<file path="src/rtl/calc2_req_sched_pkg.sv">
// Shared sizes, command/response encodings and queue entry type for the calc2 request scheduler.
package calc2_sched_pkg;
   localparam int NPORTS = 4;
   localparam int DW     = 32;
   localparam int TW     = 2;
   localparam int QDEPTH = 4;
   localparam int PW     = $clog2(NPORTS);
   localparam int QAW    = $clog2(QDEPTH);

   localparam logic [3:0] CMD_ADD = 4'h1;
   localparam logic [3:0] CMD_SUB = 4'h2;
   localparam logic [3:0] CMD_SHL = 4'h5;
   localparam logic [3:0] CMD_SHR = 4'h6;

   localparam logic [1:0] RESP_NONE = 2'b00;
   localparam logic [1:0] RESP_OK   = 2'b01;
   localparam logic [1:0] RESP_ERR  = 2'b10;

   typedef struct packed {
      logic [3:0]    cmd;
      logic [DW-1:0] op1;
      logic [DW-1:0] op2;
      logic [TW-1:0] tag;
   } req_entry_t;

   function automatic logic is_legal_cmd(input logic [3:0] cmd);
      return (cmd == CMD_ADD) || (cmd == CMD_SUB) || (cmd == CMD_SHL) || (cmd == CMD_SHR);
   endfunction
endpackage

</file>
<file path="src/rtl/calc2_req_sched_if.sv">
// Issue and response bus between the request scheduler (master) and the shared calc2 ALU (slave).
interface calc2_req_sched_if;
   import calc2_sched_pkg::*;

   logic          alu_valid;
   logic          alu_ready;
   logic [3:0]    alu_cmd;
   logic [DW-1:0] alu_op1;
   logic [DW-1:0] alu_op2;
   logic [PW-1:0] alu_port;
   logic [TW-1:0] alu_tag;
   logic          rsp_valid;
   logic [1:0]    rsp_resp;
   logic [DW-1:0] rsp_data;
   logic [PW-1:0] rsp_port;
   logic [TW-1:0] rsp_tag;

   modport master (
      output alu_valid, alu_cmd, alu_op1, alu_op2, alu_port, alu_tag,
      input  alu_ready, rsp_valid, rsp_resp, rsp_data, rsp_port, rsp_tag
   );

   modport slave (
      input  alu_valid, alu_cmd, alu_op1, alu_op2, alu_port, alu_tag,
      output alu_ready, rsp_valid, rsp_resp, rsp_data, rsp_port, rsp_tag
   );
endinterface

</file>
<file path="src/rtl/calc2_req_sched_queue.sv">
// Per-port two-cycle command collector feeding a small FIFO with registered full flag and sticky overflow.
//  state  | meaning
//  C_IDLE | waiting for cmd!=0; latches cmd, op1, tag
//  C_OP2  | current data is op2; pushes the assembled entry
module calc2_req_queue
   import calc2_sched_pkg::*;
(
   input  logic          c_clk,
   input  logic          reset,
   input  logic [3:0]    cmd_in,
   input  logic [DW-1:0] data_in,
   input  logic [TW-1:0] tag_in,
   input  logic          pop,
   output req_entry_t    head,
   output logic          empty,
   output logic          full,
   output logic          ovf
);
   typedef enum logic {C_IDLE, C_OP2} coll_state_t;

   localparam logic [QAW:0]   CNT_FULL   = (QAW+1)'(QDEPTH);
   localparam logic [QAW:0]   CNT_ALMOST = (QAW+1)'(QDEPTH-1);
   localparam logic [QAW:0]   CNT_ONE    = (QAW+1)'(1);
   localparam logic [QAW-1:0] PTR_ONE    = QAW'(1);

   coll_state_t   state;
   logic [3:0]    cmd_q;
   logic [DW-1:0] op1_q;
   logic [TW-1:0] tag_q;
   req_entry_t    mem [QDEPTH];
   logic [QAW-1:0] wr_ptr, rd_ptr;
   logic [QAW:0]  count, count_nxt;
   logic          push_req, do_push, do_pop, op2_nxt;

   assign empty    = (count == '0);
   assign head     = mem[rd_ptr];
   assign push_req = (state == C_OP2);
   assign do_push  = push_req && (count != CNT_FULL);
   assign do_pop   = pop && !empty;
   assign op2_nxt  = (state == C_IDLE) && (cmd_in != 4'h0);

   always_comb begin
      count_nxt = count;
      if (do_push && !do_pop)
         count_nxt = count + CNT_ONE;
      else if (!do_push && do_pop)
         count_nxt = count - CNT_ONE;
   end

   always_ff @(posedge c_clk or posedge reset) begin
      if (reset) begin
         state  <= C_IDLE;
         cmd_q  <= '0;
         op1_q  <= '0;
         tag_q  <= '0;
         wr_ptr <= '0;
         rd_ptr <= '0;
         count  <= '0;
         full   <= 1'b0;
         ovf    <= 1'b0;
      end else begin
         if (state == C_IDLE) begin
            if (cmd_in != 4'h0) begin
               state <= C_OP2;
               cmd_q <= cmd_in;
               op1_q <= data_in;
               tag_q <= tag_in;
            end
         end else begin
            state <= C_IDLE;
         end
         if (do_push)
            wr_ptr <= wr_ptr + PTR_ONE;
         if (push_req && !do_push)
            ovf <= 1'b1;
         if (do_pop)
            rd_ptr <= rd_ptr + PTR_ONE;
         count <= count_nxt;
         // Look one push ahead so a requester mid-command sees full before its entry lands.
         full  <= (count_nxt == CNT_FULL) || ((count_nxt == CNT_ALMOST) && op2_nxt);
      end
   end

   always_ff @(posedge c_clk) begin
      if (do_push)
         mem[wr_ptr] <= '{cmd: cmd_q, op1: op1_q, op2: data_in, tag: tag_q};
   end
endmodule

</file>
<file path="src/rtl/calc2_req_sched.sv">
// Round-robin scheduler of four requester queues onto one calc2 ALU, with local illegal-command replies and response routing.
module calc2_req_sched
   import calc2_sched_pkg::*;
(
   input  logic                     c_clk,
   input  logic                     reset,
   input  logic [NPORTS-1:0][3:0]   req_cmd_in,
   input  logic [NPORTS-1:0][DW-1:0] req_data_in,
   input  logic [NPORTS-1:0][TW-1:0] req_tag_in,
   output logic [NPORTS-1:0]        req_full,
   output logic [NPORTS-1:0]        ovf_err,
   output logic [NPORTS-1:0][1:0]   out_resp,
   output logic [NPORTS-1:0][DW-1:0] out_data,
   output logic [NPORTS-1:0][TW-1:0] out_tag,
   calc2_req_sched_if.master        alu
);
   localparam logic [PW-1:0] PORT_ONE = PW'(1);

   req_entry_t        head [NPORTS];
   logic [NPORTS-1:0] q_empty, pop, cand, ill_pop, issue_pop, rsp_hit;
   logic              hold, handshake, grant_found;
   logic [PW-1:0]     rr_ptr, start, grant_port, idx;

   assign hold      = alu.alu_valid && !alu.alu_ready;
   assign handshake = alu.alu_valid && alu.alu_ready;
   assign start     = handshake ? alu.alu_port + PORT_ONE : rr_ptr;

   for (genvar p = 0; p < NPORTS; p++) begin : g_port
      calc2_req_queue u_queue (
         .c_clk   (c_clk),
         .reset   (reset),
         .cmd_in  (req_cmd_in[p]),
         .data_in (req_data_in[p]),
         .tag_in  (req_tag_in[p]),
         .pop     (pop[p]),
         .head    (head[p]),
         .empty   (q_empty[p]),
         .full    (req_full[p]),
         .ovf     (ovf_err[p])
      );
      assign rsp_hit[p]   = alu.rsp_valid && (alu.rsp_port == PW'(p));
      assign issue_pop[p] = handshake && (alu.alu_port == PW'(p));
      // The entry being accepted this cycle is still at the head, so it must not compete again.
      assign cand[p]      = !q_empty[p] && is_legal_cmd(head[p].cmd) && !issue_pop[p];
      assign ill_pop[p]   = !q_empty[p] && !is_legal_cmd(head[p].cmd) && !rsp_hit[p];
      assign pop[p]       = issue_pop[p] || ill_pop[p];
   end

   always_comb begin
      grant_found = 1'b0;
      grant_port  = '0;
      idx         = '0;
      for (int i = 0; i < NPORTS; i++) begin
         idx = start + PW'(i);
         if (!grant_found && cand[idx]) begin
            grant_found = 1'b1;
            grant_port  = idx;
         end
      end
   end

   always_ff @(posedge c_clk or posedge reset) begin
      if (reset) begin
         alu.alu_valid <= 1'b0;
         alu.alu_cmd   <= '0;
         alu.alu_op1   <= '0;
         alu.alu_op2   <= '0;
         alu.alu_port  <= '0;
         alu.alu_tag   <= '0;
         rr_ptr        <= '0;
         out_resp      <= '0;
         out_data      <= '0;
         out_tag       <= '0;
      end else begin
         if (!hold && grant_found) begin
            alu.alu_valid <= 1'b1;
            alu.alu_cmd   <= head[grant_port].cmd;
            alu.alu_op1   <= head[grant_port].op1;
            alu.alu_op2   <= head[grant_port].op2;
            alu.alu_port  <= grant_port;
            alu.alu_tag   <= head[grant_port].tag;
         end else if (handshake) begin
            alu.alu_valid <= 1'b0;
         end
         if (handshake)
            rr_ptr <= alu.alu_port + PORT_ONE;
         for (int p = 0; p < NPORTS; p++) begin
            if (rsp_hit[p]) begin
               out_resp[p] <= alu.rsp_resp;
               out_data[p] <= alu.rsp_data;
               out_tag[p]  <= alu.rsp_tag;
            end else if (ill_pop[p]) begin
               out_resp[p] <= RESP_ERR;
               out_data[p] <= '0;
               out_tag[p]  <= head[p].tag;
            end else begin
               out_resp[p] <= RESP_NONE;
               out_data[p] <= '0;
               out_tag[p]  <= '0;
            end
         end
      end
   end
endmodule

</file>
<file path="src/flat_wrapper.sv">
// flat-port wrapper written by rule: the top's interface ports become plain ports
module calc2_req_sched_flat import calc2_sched_pkg::*;
  (c_clk, reset, req_cmd_in, req_data_in, req_tag_in, req_full, ovf_err, out_resp, out_data, out_tag, alu_alu_valid, alu_alu_cmd, alu_alu_op1, alu_alu_op2, alu_alu_port, alu_alu_tag, alu_alu_ready, alu_rsp_valid, alu_rsp_resp, alu_rsp_data, alu_rsp_port, alu_rsp_tag);
  calc2_req_sched_if alu_i ();
  input  logic c_clk;
  input  logic reset;
  input  logic [NPORTS-1:0][3:0] req_cmd_in;
  input  logic [NPORTS-1:0][DW-1:0] req_data_in;
  input  logic [NPORTS-1:0][TW-1:0] req_tag_in;
  output logic [NPORTS-1:0] req_full;
  output logic [NPORTS-1:0] ovf_err;
  output logic [NPORTS-1:0][1:0] out_resp;
  output logic [NPORTS-1:0][DW-1:0] out_data;
  output logic [NPORTS-1:0][TW-1:0] out_tag;
  output wire logic [$bits(alu_i.alu_valid)-1:0] alu_alu_valid;
  output wire logic [$bits(alu_i.alu_cmd)-1:0] alu_alu_cmd;
  output wire logic [$bits(alu_i.alu_op1)-1:0] alu_alu_op1;
  output wire logic [$bits(alu_i.alu_op2)-1:0] alu_alu_op2;
  output wire logic [$bits(alu_i.alu_port)-1:0] alu_alu_port;
  output wire logic [$bits(alu_i.alu_tag)-1:0] alu_alu_tag;
  input wire logic [$bits(alu_i.alu_ready)-1:0] alu_alu_ready;
  input wire logic [$bits(alu_i.rsp_valid)-1:0] alu_rsp_valid;
  input wire logic [$bits(alu_i.rsp_resp)-1:0] alu_rsp_resp;
  input wire logic [$bits(alu_i.rsp_data)-1:0] alu_rsp_data;
  input wire logic [$bits(alu_i.rsp_port)-1:0] alu_rsp_port;
  input wire logic [$bits(alu_i.rsp_tag)-1:0] alu_rsp_tag;
  assign alu_alu_valid = alu_i.alu_valid;
  assign alu_alu_cmd = alu_i.alu_cmd;
  assign alu_alu_op1 = alu_i.alu_op1;
  assign alu_alu_op2 = alu_i.alu_op2;
  assign alu_alu_port = alu_i.alu_port;
  assign alu_alu_tag = alu_i.alu_tag;
  assign alu_i.alu_ready = alu_alu_ready;
  assign alu_i.rsp_valid = alu_rsp_valid;
  assign alu_i.rsp_resp = alu_rsp_resp;
  assign alu_i.rsp_data = alu_rsp_data;
  assign alu_i.rsp_port = alu_rsp_port;
  assign alu_i.rsp_tag = alu_rsp_tag;
  calc2_req_sched u_core (.c_clk(c_clk), .reset(reset), .req_cmd_in(req_cmd_in), .req_data_in(req_data_in), .req_tag_in(req_tag_in), .req_full(req_full), .ovf_err(ovf_err), .out_resp(out_resp), .out_data(out_data), .out_tag(out_tag), .alu(alu_i));
endmodule
</file>
<file path="config.mk">
export PLATFORM = sky130hd
export DESIGN_NAME = calc2_req_sched_flat
export DESIGN_NICKNAME = d
export VERILOG_FILES = /design/src/rtl/calc2_req_sched_pkg.sv /design/src/rtl/calc2_req_sched_if.sv /design/src/rtl/calc2_req_sched_queue.sv /design/src/rtl/calc2_req_sched.sv /design/src/flat_wrapper.sv
export SDC_FILE = /design/constraint.sdc
export NUM_CORES = 2
export LEC_CHECK = 0
export CAP_MARGIN = 20
export CORE_ASPECT_RATIO = 0.5
export CORE_MARGIN = 2
export CORE_UTILIZATION = 43
export CTS_BUF_LIST = sky130_fd_sc_hd__clkbuf_4
export DETAILED_ROUTE_END_ITERATION = 12
export GPL_TIMING_DRIVEN = 0
export PLACE_DENSITY = 0.67
export SYNTH_ARGS = -nofsm -noshare
export SYNTH_HDL_FRONTEND = slang
export SYNTH_SLANG_ARGS = --single-unit
</file>
<file path="constraint.sdc">
create_clock -name c_clk -period 16.18 [get_ports c_clk]
set_clock_uncertainty 0.1 [all_clocks]
set_input_delay 1.618 -clock c_clk [delete_from_list [all_inputs] [get_ports c_clk]]
set_output_delay 1.618 -clock c_clk [all_outputs]
set_load 0.01 [all_outputs]
</file>
==> impl_metrics.tcl <==
set metrics [dict create \
    status "complete, no violations" \
    clock_latency_ns 1.20 \
    hp-class "reg -> reg" \
    htree_num_levels 5 \
    slew_viol_final 0 \
    synthCells 2905 \
    viasPerCell 5.449 \
    power.density_nw_per_um2 208.5 \
    tightest_slew_ns 1.168 \
    dieArea_um2 138300 \
    grt_max_degree 107 \
    drive_gt1_frac 0.2793 \
    synth_edf_count 1120 \
    internal_power_mw 9.200 \
    power_mw 14.62 \
    drt-initial-drc-count 3163 \
    p_sw_mw 5.423 \
    yosys-top-cells-area "edfxtp_1 (58%), dfrtp_1 (18%), mux4_2 (11%)" \
    clock-sinks 1531 \
    clk_pin_slew_ns 0.07 \
    layout.nets 3965 \
    antenna_found_initial 25 \
    port_buffers 418 \
    p_leak_nw 25.14 \
    first_pass_iters 6 \
    cts_buffers 360 \
    ctsHoldBuffers 0 \
    grt_pass1_vias 32300 \
    core_um2 134200 \
    num_vias 31720 \
    worst-setup-path-type "reg -> reg" \
    rr_startpoint "u_core.g_port[1].u_queue.rd_ptr[0]$_DFFE_PP0P_" \
    synth.ff_latch_count 1531 \
    required_ns 17.11 \
    hold_violations 0 \
    finalCriticalPeriod_ns 4.774 \
    fin_ws_ns 11.41 \
    final_cell_area_um2 70150 \
    synthesis.nets 3131 \
    syn_area_um2 58130 \
    ant_nets 0 \
    relSlewSlack 0.2009 \
    syn_to_final_growth_pct 20.68 \
    vdd_ir_drop_max_v 0.0001454 \
    max_freq_mhz 209.5 \
    setup_violations 0 \
    arrival_ns 5.70 \
    regToRegSetupSlack_ns 11.41 \
    cp-end-kind "flop" \
    rsz0062_at_grt "false" \
    wl_per_cell_um 25.86 \
    swShare 0.3708 \
    finalSetupTns_ns 0 \
    p_seq_frac 0.390 \
    cp-start-kind "flop" \
    post_dp_cell_area_um2 65380 \
    synth_area_per_cell_um2 20.01 \
    drc_errors 0 \
    combPwrFrac 0.395 \
    yosysTopAreaCellShare 0.5786 \
    cts_root_buf "clkbuf_4" \
    die_h_um 264.0 \
    synthDistinctLibCells 56 \
    multi_input_area_um2 13490 \
    cts_tree "done" \
    yosys.area.top_type "edfxtp_1" \
    dpl.hpwl_mm 101.9 \
    rows 95 \
    yosys_most_used_dff "edfxtp_1" \
    nFillCells 10680 \
    ys_seq_area_frac 0.7555 \
    yosysWarningCount 0 \
    reg2reg_to "u_core.alu.alu_op1[5]$_DFFE_PP0P_" \
    worst-r2r-cell-count 10 \
    overflow 0 \
    p_clk_frac 0.216 \
    start_util 0.4332 \
    min_period_over_period 0.2951 \
    crit_path_max_fanout 10 \
    place_congestion 0.8662 \
    crit_path_start "u_core.g_port[1].u_queue.rd_ptr[0]$_DFFE_PP0P_" \
    grt_pass1_wl_mm 217.9 \
    grt_use_total 0.2174 \
    async_flop_share 0.2685 \
    cp-endpoint "u_core.alu.alu_op1[5]$_DFFE_PP0P_" \
    boundaryPins 419 \
    fin_util 0.5227 \
    wirelength_mm 150.5 \
    clockBufferDepth 4 \
    place_ws_ns 10.47 \
    cts_resized 0 \
    cap_violations 0 \
    area.sequential_um2 43920 \
    post-cts-setup-buffers 0 \
    fp.dieW_um 524.0 \
]
[logic make-up after synthesis]
logic type                 count (synthesis)  share of synthesized area
and+or+nand+nor                          403                    0.04109
buffers and inverters                    202                    0.01427
AOI/OAI and AO/OA                        203                    0.02721
adders and majority gates                 32                   0.006888
DFF                                     1531                     0.7555
xor gates and xnor gates                  28                   0.004348
muxes                                    506                     0.1507
[cell type report]
type,instances,share of cell area
clock buffer,581,0.06218
timing repair buffer,472,0.07094
buffer,178,0.01054
inverter,24,0.001391
multi-input combinational,1172,0.1923
tap,1794,0.03200
sequential,1531,0.6261
clock inverter,55,0.004156
antenna,13,0.0004637
[registers in the layout (all words and copies together) (netlist names)]
name / count
u_core.alu.alu_op1: 32
u_core.alu.alu_cmd: 4
u_core.g_port.u_queue.ovf: 4
u_core.alu.alu_tag: 2
u_core.g_port.u_queue.push_req: 4
u_core.alu.alu_valid: 1
u_core.g_port.u_queue.op1_q: 128
u_core.g_port.u_queue.wr_ptr: 8
u_core.g_port.u_queue.cmd_q: 16
u_core.alu.alu_port: 2
u_core.out_tag: 8
u_core.g_port.u_queue.mem: 1120
u_core.out_data: 128
u_core.g_port.u_queue.rd_ptr: 8
u_core.g_port.u_queue.full: 4
u_core.g_port.u_queue.tag_q: 8
u_core.g_port.u_queue.count: 12
u_core.rr_ptr: 2
u_core.alu.alu_op2: 32
u_core.out_resp: 8
[layer usage]
metal | vias to the layer above | track usage | part of all wire | wire length [um]
met5 | - | 0 | 0.00070 | 106
met4 | 18 | 0.07325 | 0.021 | 3110
met3 | 223 | 0.04985 | 0.076 | 11390
met2 | 1248 | 0.3366 | 0.48 | 72470
met1 | 16660 | 0.3057 | 0.42 | 63410
li1 | 13570 | - | - | -
[metrics by stage]
step           instances  hold slack (ns)
6_report            5820           0.3335
5_1_grt             5814           0.3396
4_1_cts             5800           0.3256
3_3_place_gp        5117           0.3541
3_5_place_dp        5164           0.3622
2_1_floorplan       2905           0.3428
[cells in the mapped netlist, types with 4 or more instances]
master and count:
nor4_1 5, mux2i_1 74, ha_1 32, o21a_1 4
inv_1 24, nand4_1 4, nor2_1 82, nand2_1 38
a211oi_1 68, a21oi_1 7, buf_4 14, buf_2 9
xnor2_1 19, nand3_1 14, o21ai_0 20, mux4_2 280
nand2b_1 4, a22o_1 6, and4_1 68, edfxtp_1 1120
a2111oi_0 66, mux2_2 151, dfrtp_1 411, o211ai_1 5
buf_1 17, and2_1 141, nor2b_1 6, a31o_2 4
or2_2 6, xor2_1 8, nor3b_1 4, clkbuf_1 137
and3_1 20
[worst min-delay path by stage]
stage                                                              start                                       endpoint  cells after the start
final                     u_core.g_port[1].u_queue.op1_q[18]$_DFFE_PP0P_  u_core.g_port[1].u_queue.mem[0][52]$_DFFE_PP_                      0
after global routing      u_core.g_port[1].u_queue.op1_q[18]$_DFFE_PP0P_  u_core.g_port[1].u_queue.mem[0][52]$_DFFE_PP_                      0
after CTS                 u_core.g_port[1].u_queue.op1_q[18]$_DFFE_PP0P_  u_core.g_port[1].u_queue.mem[0][52]$_DFFE_PP_                      0
after detailed placement        u_core.g_port[1].u_queue.ovf$_DFFE_PP0P_       u_core.g_port[1].u_queue.ovf$_DFFE_PP0P_                      1
after global placement          u_core.g_port[3].u_queue.ovf$_DFFE_PP0P_       u_core.g_port[3].u_queue.ovf$_DFFE_PP0P_                      1
after floorplan                 u_core.g_port[0].u_queue.ovf$_DFFE_PP0P_       u_core.g_port[0].u_queue.ovf$_DFFE_PP0P_                      1
[worst max-delay path, stage by stage, from the launching register on]
cell and delay, ns:
dfrtp_1 0.32, buf_4 0.19, mux4_2 0.63, xnor2_2 0.27
or4_4 0.58, o21ai_2 0.57, nand3_1 0.13, buf_2 0.28
clkbuf_1 0.37, a2111oi_1 1.08, a211oi_1 0.11
[placed cells by master, fill, tap and decap left out, types with 6 or more instances in the layout]
cell type and n:
a2111oi_0 53, nand3_1 14, buf_16 20, mux2i_1 74, clkdlybuf4s50_1 418, buf_4 14, xor2_1 8, diode_2 13
mux4_2 280, ha_1 32, mux2_2 151, o21ai_0 20, and3_4 16, nor2b_1 6, nand2_1 38, dfrtp_1 411
nor2_1 82, buf_1 28, and4_1 68, buf_2 19, and2_1 141, inv_1 23, a22o_1 6, or2_2 6
a21oi_1 7, a211oi_1 68, clkbuf_4 581, xnor2_1 19, clkbuf_1 137, a2111oi_1 12, clkinv_1 43, edfxtp_1 1120
[power by group through the flow]
stage	registers, mW	logic [mW]	clock network (mW)
5_1_grt	5.77	6.08	3.42
4_1_cts	5.70	5.72	3.22
6_report	5.70	5.77	3.16
3_5_place_dp	5.78	5.69	0
2_1_floorplan	5.73	3.20	0
3_3_place_gp	5.80	5.43	0
Power figures use the tool's default switching activity.
